**config.mk**
```make
export PLATFORM = sky130hd
export DESIGN_NAME = fir_txn_driver_flat
export DESIGN_NICKNAME = d
export VERILOG_FILES = /design/src/rtl/fir_txn_driver_if.sv /design/src/rtl/fir_txn_driver.sv /design/src/flat_wrapper.sv
export SDC_FILE = /design/constraint.sdc
export NUM_CORES = 1
export LEC_CHECK = 0
export BUFFER_PORTS_ARGS = -buffer_cell sky130_fd_sc_hd__buf_2
export CAP_MARGIN = 20
export CELL_PAD_IN_SITES_DETAIL_PLACEMENT = 0
export CELL_PAD_IN_SITES_GLOBAL_PLACEMENT = 1
export CORE_UTILIZATION = 44
export CTS_BUF_LIST = sky130_fd_sc_hd__clkbuf_8
export DETAILED_ROUTE_END_ITERATION = 16
export PLACE_DENSITY_LB_ADDON = 0.1
export SLEW_MARGIN = 20
export SYNTH_ARGS = -nofsm -noshare
export SYNTH_HDL_FRONTEND = slang
export SYNTH_SLANG_ARGS = --single-unit
export TNS_END_PERCENT = 10
```
**constraint.sdc**
```tcl
create_clock -name clock -period 2.4 [get_ports clock]
set_input_delay 0.12 -clock clock [delete_from_list [all_inputs] [get_ports clock]]
set_output_delay 0.12 -clock clock [all_outputs]
set_load 0.02 [all_outputs]
```
**src/rtl/fir_txn_driver_if.sv**
```systemverilog
// Stream, core-handshake and status bundle for fir_txn_driver.
// master = the driver itself, slave = its environment.
interface fir_txn_driver_if #(
   parameter int DW = 16,
   parameter int OW = 32,
   parameter int CW = 16
);
   logic [DW-1:0] s_data;
   logic          s_valid;
   logic          s_ready;
   logic          ap_start;
   logic [DW-1:0] ap_x;
   logic          ap_ready;
   logic          ap_done;
   logic [OW-1:0] ap_y;
   logic          ap_y_vld;
   logic [OW-1:0] m_data;
   logic          m_valid;
   logic          m_ready;
   logic [CW-1:0] txn_count;
   logic          finish;

   modport master (
      input  s_data, s_valid, ap_ready, ap_done,
      input  ap_y, ap_y_vld, m_ready,
      output s_ready, ap_start, ap_x, m_data,
      output m_valid, txn_count, finish
   );

   modport slave (
      output s_data, s_valid, ap_ready, ap_done,
      output ap_y, ap_y_vld, m_ready,
      input  s_ready, ap_start, ap_x, m_data,
      input  m_valid, txn_count, finish
   );
endinterface

```
**src/rtl/fir_txn_driver.sv**
```systemverilog
// Upstream transaction driver for fir_filter with result FIFO.
// Optional stall counter enabled by FIR_DRV_STALL_CNT_EN.
module fir_txn_driver #(
   parameter int DW          = 16,
   parameter int OW          = 32,
   parameter int OFIFO_DEPTH = 4,
   parameter int NUM_TXN     = 64,
   parameter int CW          = 16
) (
   input  logic              clock,
   input  logic              reset,
`ifdef FIR_DRV_STALL_CNT_EN
   output logic [31:0]       stall_cycles,
`endif
   fir_txn_driver_if.master  bus
);
   localparam int AW = $clog2(OFIFO_DEPTH);
   localparam logic [AW:0] FULL = (AW+1)'(OFIFO_DEPTH);
   localparam logic [CW-1:0] NUM_C = CW'(NUM_TXN);

   localparam logic [1:0] IDLE  = 2'd0;
   localparam logic [1:0] START = 2'd1;
   localparam logic [1:0] BUSY  = 2'd2;
   localparam logic [1:0] FIN   = 2'd3;

   logic [1:0]    state_q, state_d;
   logic [DW-1:0] x_q, x_d;
   logic [CW-1:0] cnt_q, cnt_d, cnt_inc;
   logic          fin_q;
   logic [AW-1:0] wr_q, rd_q;
   logic [AW:0]   occ_q;
   logic [OW-1:0] mem_q [OFIFO_DEPTH];

   logic accept, done_ev, push, pop;
   logic last, fin_now;

   assign cnt_inc = cnt_q + 1'b1;
   assign last    = (NUM_TXN != 0) && (cnt_inc == NUM_C);

   assign bus.s_ready = !reset && (state_q == IDLE)
                        && (occ_q != FULL) && !fin_q;
   assign bus.ap_start  = (state_q == START);
   assign bus.ap_x      = x_q;
   assign bus.m_valid   = (occ_q != '0);
   assign bus.m_data    = bus.m_valid ? mem_q[rd_q] : '0;
   assign bus.txn_count = cnt_q;

   // finish shows up in the same cycle the drained FIFO empties in FIN
   assign fin_now    = (state_q == FIN) && (occ_q == '0);
   assign bus.finish = fin_q || fin_now;

   assign accept  = bus.s_valid && bus.s_ready;
   assign done_ev = bus.ap_done &&
                    ((state_q == BUSY) ||
                     ((state_q == START) && bus.ap_ready));
   assign push    = done_ev && bus.ap_y_vld;
   assign pop     = bus.m_valid && bus.m_ready;

   // transaction sequencing and completion counting
   always_comb begin
      state_d = state_q;
      x_d     = x_q;
      cnt_d   = cnt_q;
      unique case (state_q)
         IDLE: begin
            if (accept) begin
               x_d     = bus.s_data;
               state_d = START;
            end
         end
         START: begin
            if (done_ev) begin
               cnt_d   = cnt_inc;
               state_d = last ? FIN : IDLE;
            end else if (bus.ap_ready) begin
               state_d = BUSY;
            end
         end
         BUSY: begin
            if (done_ev) begin
               cnt_d   = cnt_inc;
               state_d = last ? FIN : IDLE;
            end
         end
         FIN: state_d = FIN;
         default: state_d = IDLE;
      endcase
   end

   // control state registers
   always_ff @(posedge clock or posedge reset) begin
      if (reset) begin
         state_q <= IDLE;
         x_q     <= '0;
         cnt_q   <= '0;
         fin_q   <= 1'b0;
      end else begin
         state_q <= state_d;
         x_q     <= x_d;
         cnt_q   <= cnt_d;
         fin_q   <= fin_q || fin_now;
      end
   end

   // FIFO pointers and occupancy; push and pop may coincide
   always_ff @(posedge clock or posedge reset) begin
      if (reset) begin
         wr_q  <= '0;
         rd_q  <= '0;
         occ_q <= '0;
      end else begin
         if (push) wr_q <= wr_q + 1'b1;
         if (pop)  rd_q <= rd_q + 1'b1;
         occ_q <= occ_q + (AW+1)'(push) - (AW+1)'(pop);
      end
   end

   // FIFO storage; contents are masked by m_valid so need no reset
   always_ff @(posedge clock) begin
      if (push) mem_q[wr_q] <= bus.ap_y;
   end

`ifdef FIR_DRV_STALL_CNT_EN
   logic [31:0] stall_q;
   logic [1:0]  stall_inc;

   assign stall_inc = 2'(bus.ap_start && !bus.ap_ready)
                    + 2'(bus.m_valid && !bus.m_ready);
   assign stall_cycles = stall_q;

   // saturating count of start and output back-pressure cycles
   always_ff @(posedge clock or posedge reset) begin
      if (reset)
         stall_q <= '0;
      else if (stall_q > (32'hFFFF_FFFF - 32'(stall_inc)))
         stall_q <= 32'hFFFF_FFFF;
      else
         stall_q <= stall_q + 32'(stall_inc);
   end
`endif

endmodule
```
**src/flat_wrapper.sv**
```systemverilog
// flat-port wrapper written by rule: the top's interface ports become plain ports
module fir_txn_driver_flat 
#(
   parameter int DW          = 16,
   parameter int OW          = 32,
   parameter int OFIFO_DEPTH = 4,
   parameter int NUM_TXN     = 64,
   parameter int CW          = 16
)
  (clock, reset, bus_s_data, bus_s_valid, bus_ap_ready, bus_ap_done, bus_ap_y, bus_ap_y_vld, bus_m_ready, bus_s_ready, bus_ap_start, bus_ap_x, bus_m_data, bus_m_valid, bus_txn_count, bus_finish);
  fir_txn_driver_if #(.DW(DW), .OW(OW), .CW(CW)) bus_i ();
  input  logic clock;
  input  logic reset;
  input wire logic [$bits(bus_i.s_data)-1:0] bus_s_data;
  input wire logic [$bits(bus_i.s_valid)-1:0] bus_s_valid;
  input wire logic [$bits(bus_i.ap_ready)-1:0] bus_ap_ready;
  input wire logic [$bits(bus_i.ap_done)-1:0] bus_ap_done;
  input wire logic [$bits(bus_i.ap_y)-1:0] bus_ap_y;
  input wire logic [$bits(bus_i.ap_y_vld)-1:0] bus_ap_y_vld;
  input wire logic [$bits(bus_i.m_ready)-1:0] bus_m_ready;
  output wire logic [$bits(bus_i.s_ready)-1:0] bus_s_ready;
  output wire logic [$bits(bus_i.ap_start)-1:0] bus_ap_start;
  output wire logic [$bits(bus_i.ap_x)-1:0] bus_ap_x;
  output wire logic [$bits(bus_i.m_data)-1:0] bus_m_data;
  output wire logic [$bits(bus_i.m_valid)-1:0] bus_m_valid;
  output wire logic [$bits(bus_i.txn_count)-1:0] bus_txn_count;
  output wire logic [$bits(bus_i.finish)-1:0] bus_finish;
  assign bus_i.s_data = bus_s_data;
  assign bus_i.s_valid = bus_s_valid;
  assign bus_i.ap_ready = bus_ap_ready;
  assign bus_i.ap_done = bus_ap_done;
  assign bus_i.ap_y = bus_ap_y;
  assign bus_i.ap_y_vld = bus_ap_y_vld;
  assign bus_i.m_ready = bus_m_ready;
  assign bus_s_ready = bus_i.s_ready;
  assign bus_ap_start = bus_i.ap_start;
  assign bus_ap_x = bus_i.ap_x;
  assign bus_m_data = bus_i.m_data;
  assign bus_m_valid = bus_i.m_valid;
  assign bus_txn_count = bus_i.txn_count;
  assign bus_finish = bus_i.finish;
  fir_txn_driver #(.DW(DW), .OW(OW), .OFIFO_DEPTH(OFIFO_DEPTH), .NUM_TXN(NUM_TXN), .CW(CW)) u_core (.clock(clock), .reset(reset), .bus(bus_i));
endmodule
```
==> results by group, run 1 <==
Synth
  • Synth Warn #: 0
  • Cells after Synth: 408
  • FFs w/ async S/R, synth: 24.7%
  • Register area share after synthesis: 68.8%
  • Post-Synth Adder-Cell Area: 2.57%
  • Syn_nets: 477
  • Fraction of the mapped netlist area in simple logic gates: 8.21%
  • Complex-gate fraction of the synthesized area: 2.62%
  • Synth Area in XOR/XNOR: 2.83%
  • Syn Area/Cell: 17.4 um^2
  • Post-Syn Area: 7120 um^2
  • Largest family of logic cells by synthesized area: multiplexers
  • Netlist cell types: 46
  • Synth Flop Type: edfxtp_1
  • Post-synth EDFFs: 128
  • Multiplexer share of the synthesized area: 13.0%
  • #FFs+latches synth: 170

STA
  • Final setup fails: 0
  • Rel. slew slack: 60.3%
  • RSZ-0062 raised after global routing: false
  • Fmax: 439 MHz
  • Fin crit period: 2.28 ns
  • Final period util: 95.0%
  • Max Clock Skew: 0.00894 ns
  • Least-Margin Pin Slew: 0.595 ns
  • Slew Limit Fails: 0
  • Hold Vio Cnt, Final: 0
  • Setup_tns: 0 ns

Placement
  • Placed insts: 743
  • Gpl congestion: 0.774
  • Buffers on Ports: 122
  • Dpl cell area: 8100 um^2
  • Detailed placement HPWL: 9.34 mm

Die
  • Core ar.: 15800 um^2
  • Row cnt: 46
  • Ports: 123
  • Die area: 16700 um^2
  • Initial core utilization: 45.0%
  • DIE WIDTH: 129 um
  • Die Ht: 129 um

Critical path
  • Req. time, crit path: 2.73 ns
  • Worst Path Max Fanout: 3
  • Worst R2R Path Depth: 8
  • Worst Setup Path Type: reg -> reg
  • Crit end category: register
  • Arrival @ worst endpoint: 2.61 ns
  • Startpoint types: register

Finish
  • Util after Layout: 56.5%
  • Fraction of layout cells with a size suffix above 1: 38.5%
  • Multi-input gate area: 2100 um^2
  • Most common cell after layout, fill and taps aside: edfxtp_1
  • # nets final: 664
  • N_diodes: 0
  • Reg area: 4900 um^2
  • Area Overhead vs Synth: 25.7%
  • Most frequent cells in the layout: edfxtp_1, buf_2, dlygate4sd3_1, dfrtp_1, and2_1
  • Filler cells: 1308
  • Final non-filler cell total: 824
  • Design area: 8940 um^2

Global route
  • Congestion Overflow GR: 0
  • Pin count of the biggest net entering global routing: 35
  • GRT Overall Usage: 17.9%
  • Vias in the first global route: 4201
  • First-pass GRT wire length: 22.1 mm
  • Initial antenna violation count: 0

Route
  • Initial drt markers: 221
  • DR vias/cell: 5.00
  • Via count: 4123
  • WL final: 14.0 mm
  • Post-route ant nets: 0
  • Per-cell routed wire length: 16.9 um
  • Residual DRC: 0
  • Drt pass-1 iters: 5

Power
  • Switching fraction of total power: 35.4%
  • Total power draw: 0.00908 W
  • Comb pwr share: 38.7%
  • Psw: 0.00321 W
  • Leakage: 3.43 nW
  • Pwr Density: 1020 nW/um^2
  • Peak supply drop: 0.631 mV
  • Pint: 0.00587 W
  • Flop pwr share: 42.1%
  • Clk pwr share: 19.2%

Clock network
  • Maximum buffer depth of the clock tree: 2
  • TritonCTS Buffers: 17
  • CTS HTree Levels: 4
  • Postcts setup bufs: 0
  • TritonCTS Sinks: 170
  • CTS tree: yes
  • Clock Latency Late Sink: 0.44 ns
  • Clk pin slew, worst setup/hold paths: 0.08 ns
  • CTS Root Cell: clkbuf_8

Flow run
  • Max-cap violations: 0

Worst hold path
  • Hold path cells: 3
  • Hold Path Class: in -> reg

Outcome
  • Status: complete, no violations
-- state kept, by name (all words and copies together), names as in the netlist --
| register | count |
|---|---|
| u_core.bus.ap_x | 16 |
| u_core.bus.txn_count | 16 |
| u_core.fin_q | 1 |
| u_core.mem_q | 128 |
| u_core.occ_q | 3 |
| u_core.rd_q | 2 |
| u_core.state_q | 2 |
| u_core.wr_q | 2 |
-- final timing paths --
path	to	from	slack, ns
worst max register to register	u_core.occ_q[2]$_DFF_PP0_	u_core.occ_q[0]$_DFF_PP0_	0.12
worst min register to register	u_core.bus.ap_x[13]$_DFFE_PP0P_	u_core.bus.ap_x[13]$_DFFE_PP0P_	0.51
max in group asynchronous	u_core.rd_q[0]$_DFFE_PP0P_	reset	1.53
worst max-delay path	u_core.occ_q[2]$_DFF_PP0_	u_core.occ_q[0]$_DFF_PP0_	0.12
min in group asynchronous	u_core.bus.txn_count[1]$_DFFE_PP0P_	reset	0.29
worst min-delay path	u_core.rd_q[0]$_DFFE_PP0P_	bus_m_ready	0.05
-- cells by family after synthesis --
group / Yosys count
mux: 50
fa+ha+maj: 14
xor+xnor: 23
buf+inv: 31
compound gates: 24
flops: 170
simple gates: 96
-- layer usage --
| layer | global-route usage, % | vias to the layer above | routed length, um |
|---|---|---|---|
| met4 | 5.26 | 0 | 141 |
| li1 | - | 1927 | - |
| met2 | 28.7 | 106 | 6810 |
| met1 | 24.3 | 2078 | 6400 |
| met3 | 4.75 | 12 | 612 |
| met5 | 0 | - | 0 |
-- cell type report --
cell class | instances | share of cell area (%)
sequential | 170 | 54.7
tap | 216 | 3.02
multi-input combinational | 207 | 23.5
timing repair buffer | 187 | 14.5
clock buffer | 17 | 2.62
clock inverter | 15 | 1.15
inverter | 12 | 0.504
-- power groups by stage --
stage	sequential (W)	combinational [W]	clock [W]
detailed placement	0.00389	0.00348	0
global placement	0.00387	0.00343	0
CTS	0.00383	0.00355	0.00182
finish	0.00383	0.00351	0.00175
floorplan	0.00397	0.00228	0
global route	0.00388	0.00381	0.00192
-- what timing repair did --
| item | in CTS | in global routing |
|---|---|---|
| setup endpoints to repair | 0 | 85 |
| hold buffers | 49 | 0 |
| gates resized for setup | 0 | 3 |
| hold endpoints to repair | 157 | 0 |
-- Yosys cell counts (2+ instances only) --
library cell    n  area [um^2]
a21oi_1         4         20.0
a31oi_1         2         12.5
and2_1         37          231
buf_2           5         25.0
buf_4           2         15.0
buf_6           2         22.5
clkbuf_1       10         37.5
dfrtp_1        42         1050
edfxtp_1      128         3840
ha_1           13          163
inv_1          12         45.0
mux2_2         17          191
mux4_2         32          721
nand2_1        15         56.3
nand3_1         3         15.0
nand4_1         6         37.5
nand4_2         2         25.0
nor2_1         14         52.6
nor3_1          3         15.0
nor3b_1         2         15.0
nor3b_2         2         25.0
o2111ai_1       2         17.5
o211ai_1        3         22.5
o21ai_0         3         15.0
o31ai_1         4         30.0
or3_1           2         12.5
xnor2_1        17          149
xor2_1          6         52.6
-- per-stage QoR --
stage | hold slack, ns | setup slack (ns)
floorplan | 0.219 | -0.176
global placement | 0.219 | 0.195
detailed placement | 0.228 | 0.140
CTS | 0.00390 | 0.109
global route | 0.0661 | 0.00671
finish | 0.0477 | 0.121
-- worst max-delay path, stage by stage (launching register included) --
cell and delay [ns]:
dfrtp_1 0.39, or3_1 0.38, and2_1 0.20, ha_1 0.28, inv_1 0.04, ha_1 0.20
fa_1 0.41, xnor2_2 0.15, xnor2_1 0.12
Note: power is estimated with default switching activity, not from simulation.
==> run 2, diff against run 1 <==
Settings changed: ABC_AREA set to 1, CORE_UTILIZATION 44 to 41.
==> run 2 against run 1 <==
  * Global-route usage up 1.2 points
  * Cell area rose by 4.0%
  * Hold slack better by 0.0091 ns
  * Largest cell class unchanged
  * Highest routed layer unchanged
==> results by group, run 2 <==
Outcome
  • Status: complete, no violations

Route
  • Initial drt markers: 331 (+50%)
  • Via count: 5273 (+28%)
  • WL final: 16.6 mm (+19%)
  • Post-route ant nets: 0 (unchanged)
  • Drt pass-1 iters: 4 (-1)
  • DR vias/cell: 4.87 (-2.6%)
  • Residual DRC: 0 (unchanged)
  • Per-cell routed wire length: 15.4 um (-9.4%)

Synth
  • FFs w/ async S/R, synth: 24.7% (unchanged)
  • #FFs+latches synth: 170 (unchanged)
  • Post-Syn Area: 7280 um^2 (+2.3%)
  • Ranking of synthesized cells by area: edfxtp_1, dfrtp_1, nor2_1
  • Synth Warn #: 0 (unchanged)
  • Synth Flop Type: edfxtp_1
  • Post-synth EDFFs: 128 (unchanged)
  • Area share of the leading cell type in the synthesized netlist: 52.8% (-1.2 points)
  • Synth Area in XOR/XNOR: 0.843% (-2.0 points)
  • Post-synth top area cell: edfxtp_1
  • Complex-gate fraction of the synthesized area: 8.20% (+5.6 points)
  • Synth top cells by count: nor2_1, edfxtp_1, o21ai_0
  • Syn_nets: 731 (+53%)
  • Multiplexer share of the synthesized area: 2.48% (-10 points)
  • Fraction of the mapped netlist area in simple logic gates: 15.1% (+6.9 points)
  • Largest family of logic cells by synthesized area: simple AND/OR/NAND/NOR gates
  • Post-Synth Adder-Cell Area: 2.51% (-0.056 points)
  • Register area share after synthesis: 67.3% (-1.5 points)
  • Syn Area/Cell: 11.0 um^2 (-37%)
  • Most instantiated library cell after synthesis: nor2_1
  • Cells after Synth: 662 (+62%)
  • Netlist cell types: 27 (-41%)

Critical path
  • CP top delay family: buffers and inverters
  • Worst R2R Path Depth: 8 (unchanged)
  • Worst Setup Path Type: reg -> out
  • Req. time, crit path: 2.28 ns (-0.45 ns)
  • Crit end category: output port
  • R2R Path Start: u_core.state_q[1]$_DFFE_PP0P_
  • Startpoint types: register
  • Crit path largest cell delay: 0.44 ns (+0.03 ns)
  • Worst Path Max Fanout: 65 (+62)
  • Critical path's slowest cell: buf_6
  • Worst path cell trace: buf_6, nor2_1, nor2_1, o21ai_0, a21oi_1, buf_2
  • Reg2reg setup slack: 0.26 ns (+0.14 ns)
  • Worst path bufs/invs: 2 (+1)
  • Critical R2R Capture: u_core.mem_q[2][2]$_DFFE_PP_
  • Crit-path most repeated cell: nor2_1
  • Arrival @ worst endpoint: 2.05 ns (-0.56 ns)

Finish
  • Util after Layout: 53.8% (-2.7 points)
  • Top reg by flops: u_core.mem_q
  • Final non-filler cell total: 1082 (+31%)
  • Most common cell after layout, fill and taps aside: nor2_1
  • Max FFs per register: 128 (unchanged)
  • Area Overhead vs Synth: 27.8%
  • Filler cells: 1555 (+19%)
  • Most frequent cells in the layout: nor2_1, edfxtp_1, buf_2, o21ai_0, nand2_1
  • # nets final: 912 (+37%)
  • Fraction of layout cells with a size suffix above 1: 24.2% (-14 points)

Clock network
  • CTS HTree Levels: 4 (unchanged)
  • TritonCTS Sinks: 170 (unchanged)
  • CTS tree: yes
  • CTS Root Cell: clkbuf_8
  • Maximum buffer depth of the clock tree: 2 (unchanged)
  • Clock Latency Late Sink: 0.46 ns (+0.02 ns)
  • Clk pin slew, worst setup/hold paths: 0.08 ns (about the same)
  • TritonCTS Buffers: 17 (unchanged)

Global route
  • GRT Overall Usage: 19.2% (+1.2 points)
  • Vias in the first global route: 5305 (+26%)
  • Pin count of the biggest net entering global routing: 66 (+89%)
  • Initial antenna violation count: 1 (+1)
  • Congestion Overflow GR: 0 (unchanged)
  • First-pass GRT wire length: 26.6 mm (+21%)

Power
  • Leakage: 3.75 nW (+9.3%)
  • Peak supply drop: 0.558 mV (-11%)
  • Total power draw: 0.0108 W (+19%)
  • Pwr Density: 1160 nW/um^2 (+15%)

Placement
  • Placed insts: 1000 (+35%)
  • Dpl ws: 0.261 ns (+0.121 ns)
  • Detailed placement HPWL: 10.5 mm (+12%)
  • Buffers on Ports: 122 (unchanged)
  • Gpl congestion: 0.769 (-0.67%)

STA
  • Final setup fails: 0 (unchanged)
  • Slew Limit Fails: 0 (unchanged)
  • Hold_ws: 0.0567 ns (+0.00908 ns)
  • RSZ-0062 raised after global routing: false
  • Fmax: 461 MHz (+5.0%)
  • Least-Margin Pin Slew: 0.558 ns (-0.0369 ns)
  • Rel. slew slack: 62.8% (+2.5 points)
  • Hold Vio Cnt, Final: 0 (unchanged)
  • Final WS setup: 0.229 ns (+0.109 ns)
  • Final period util: 90.4% (-4.5 points)
  • Fin crit period: 2.17 ns (-0.109 ns)
  • Max Clock Skew: 0.0138 ns (+0.00487 ns)

Die
  • Die area: 18300 um^2 (+9.6%)
  • DIE WIDTH: 135 um (+4.7%)
  • Initial core utilization: 42.1% (-2.9 points)
  • Core ar.: 17300 um^2 (+9.3%)
  • Row cnt: 48 (+4.3%)
  • Die Ht: 135 um (+4.7%)
  • Ports: 123 (unchanged)

Worst hold path
  • Hold Crit Start: bus_m_ready
  • Hold path cells: 5 (+2)
  • Hold Path Class: in -> reg
  • Hold Path Sink: u_core.rd_q[0]$_DFFE_PP0P_

Flow run
  • Max-cap violations: 0 (unchanged)
[run 2: cell types whose count changed in the layout (fill, tap and decap cells not counted), sizes merged, moves of 15 or more]
cell,change
a21oi,+31
nand2,+66
inv,+28
o21ai,+77
mux4,-32
and2,-36
xnor2,-15
nor2,+147
[run 2: worst max-delay path by stage]
| stage | from | to | cells after the start |
|---|---|---|---|
| after floorplan | u_core.state_q[1]$_DFFE_PP0P_ | u_core.mem_q[0][0]$_DFFE_PP_ | 6 |
| after global placement | u_core.state_q[1]$_DFFE_PP0P_ | u_core.mem_q[2][9]$_DFFE_PP_ | 8 |
| after detailed placement | u_core.state_q[1]$_DFFE_PP0P_ | u_core.mem_q[2][5]$_DFFE_PP_ | 8 |
| after CTS | u_core.rd_q[0]$_DFFE_PP0P_ | bus_m_data[0] | 6 |
| after global routing | u_core.rd_q[0]$_DFFE_PP0P_ | bus_m_data[29] | 5 |
| final | u_core.rd_q[0]$_DFFE_PP0P_ | bus_m_data[0] | 6 |
[run 2: through the flow]
step / setup TNS, ns / area (um^2)
finish: 0 / 9300
global route: 0 / 9300
CTS: 0 / 9300
detailed placement: 0 / 8290
global placement: 0 / 8290
floorplan: -27.76 / 7290
[run 2: layout make-up]
class                   count  area, um^2  share of cell area [%]
flip-flops and latches    170        4900                    52.6
well taps                 225         282                    3.03
clock inverters            12         243                    2.61
clock buffers              20         275                    2.96
repair buffers            189        1290                    13.9
multi-input cells         422        2150                    23.1
inverters                  43         161                    1.74
diodes                      1        2.50                  0.0269
[run 2: worst min-delay path: cells and delay by family]
kind	cells	cell delay [ns]
simple gates	3	0.18
buf+inv	2	0.16
[run 2: timing repair]
action,4_1_cts,5_1_grt
resized for setup,0,1
endpoints found under the hold margin,186,0
setup endpoints to repair,0,17
hold buffers,49,0
setup buffers,0,0
[run 2: power breakdown]
part	switching, W	leakage (nW)	internal [W]
clock	0.00102	0.256	0.00153
sequential	0.000267	1.68	0.00358
combinational	0.00292	1.82	0.00150
total	0.00420	3.75	0.00661
[run 2: cell families (layout without fill, tap and decap cells)]
family,after synthesis,in the layout
AO/OA/AOI/OAI,118,118
other,0,1
XOR/XNOR,7,7
AND/OR/NAND/NOR,267,267
adder cells (fa/ha/maj),14,14
flip-flops,170,170
multiplexers,16,16
buffers and inverters,70,264
[run 2: routing by layer]
| layer | vias to the layer above | wire length (um) | track usage (%) |
|---|---|---|---|
| met5 | - | 0 | 0 |
| met4 | 0 | 209 | 6.05 |
| met3 | 17 | 821 | 4.60 |
| met2 | 132 | 8230 | 32.5 |
| met1 | 2523 | 7350 | 24.2 |
| li1 | 2601 | - | - |
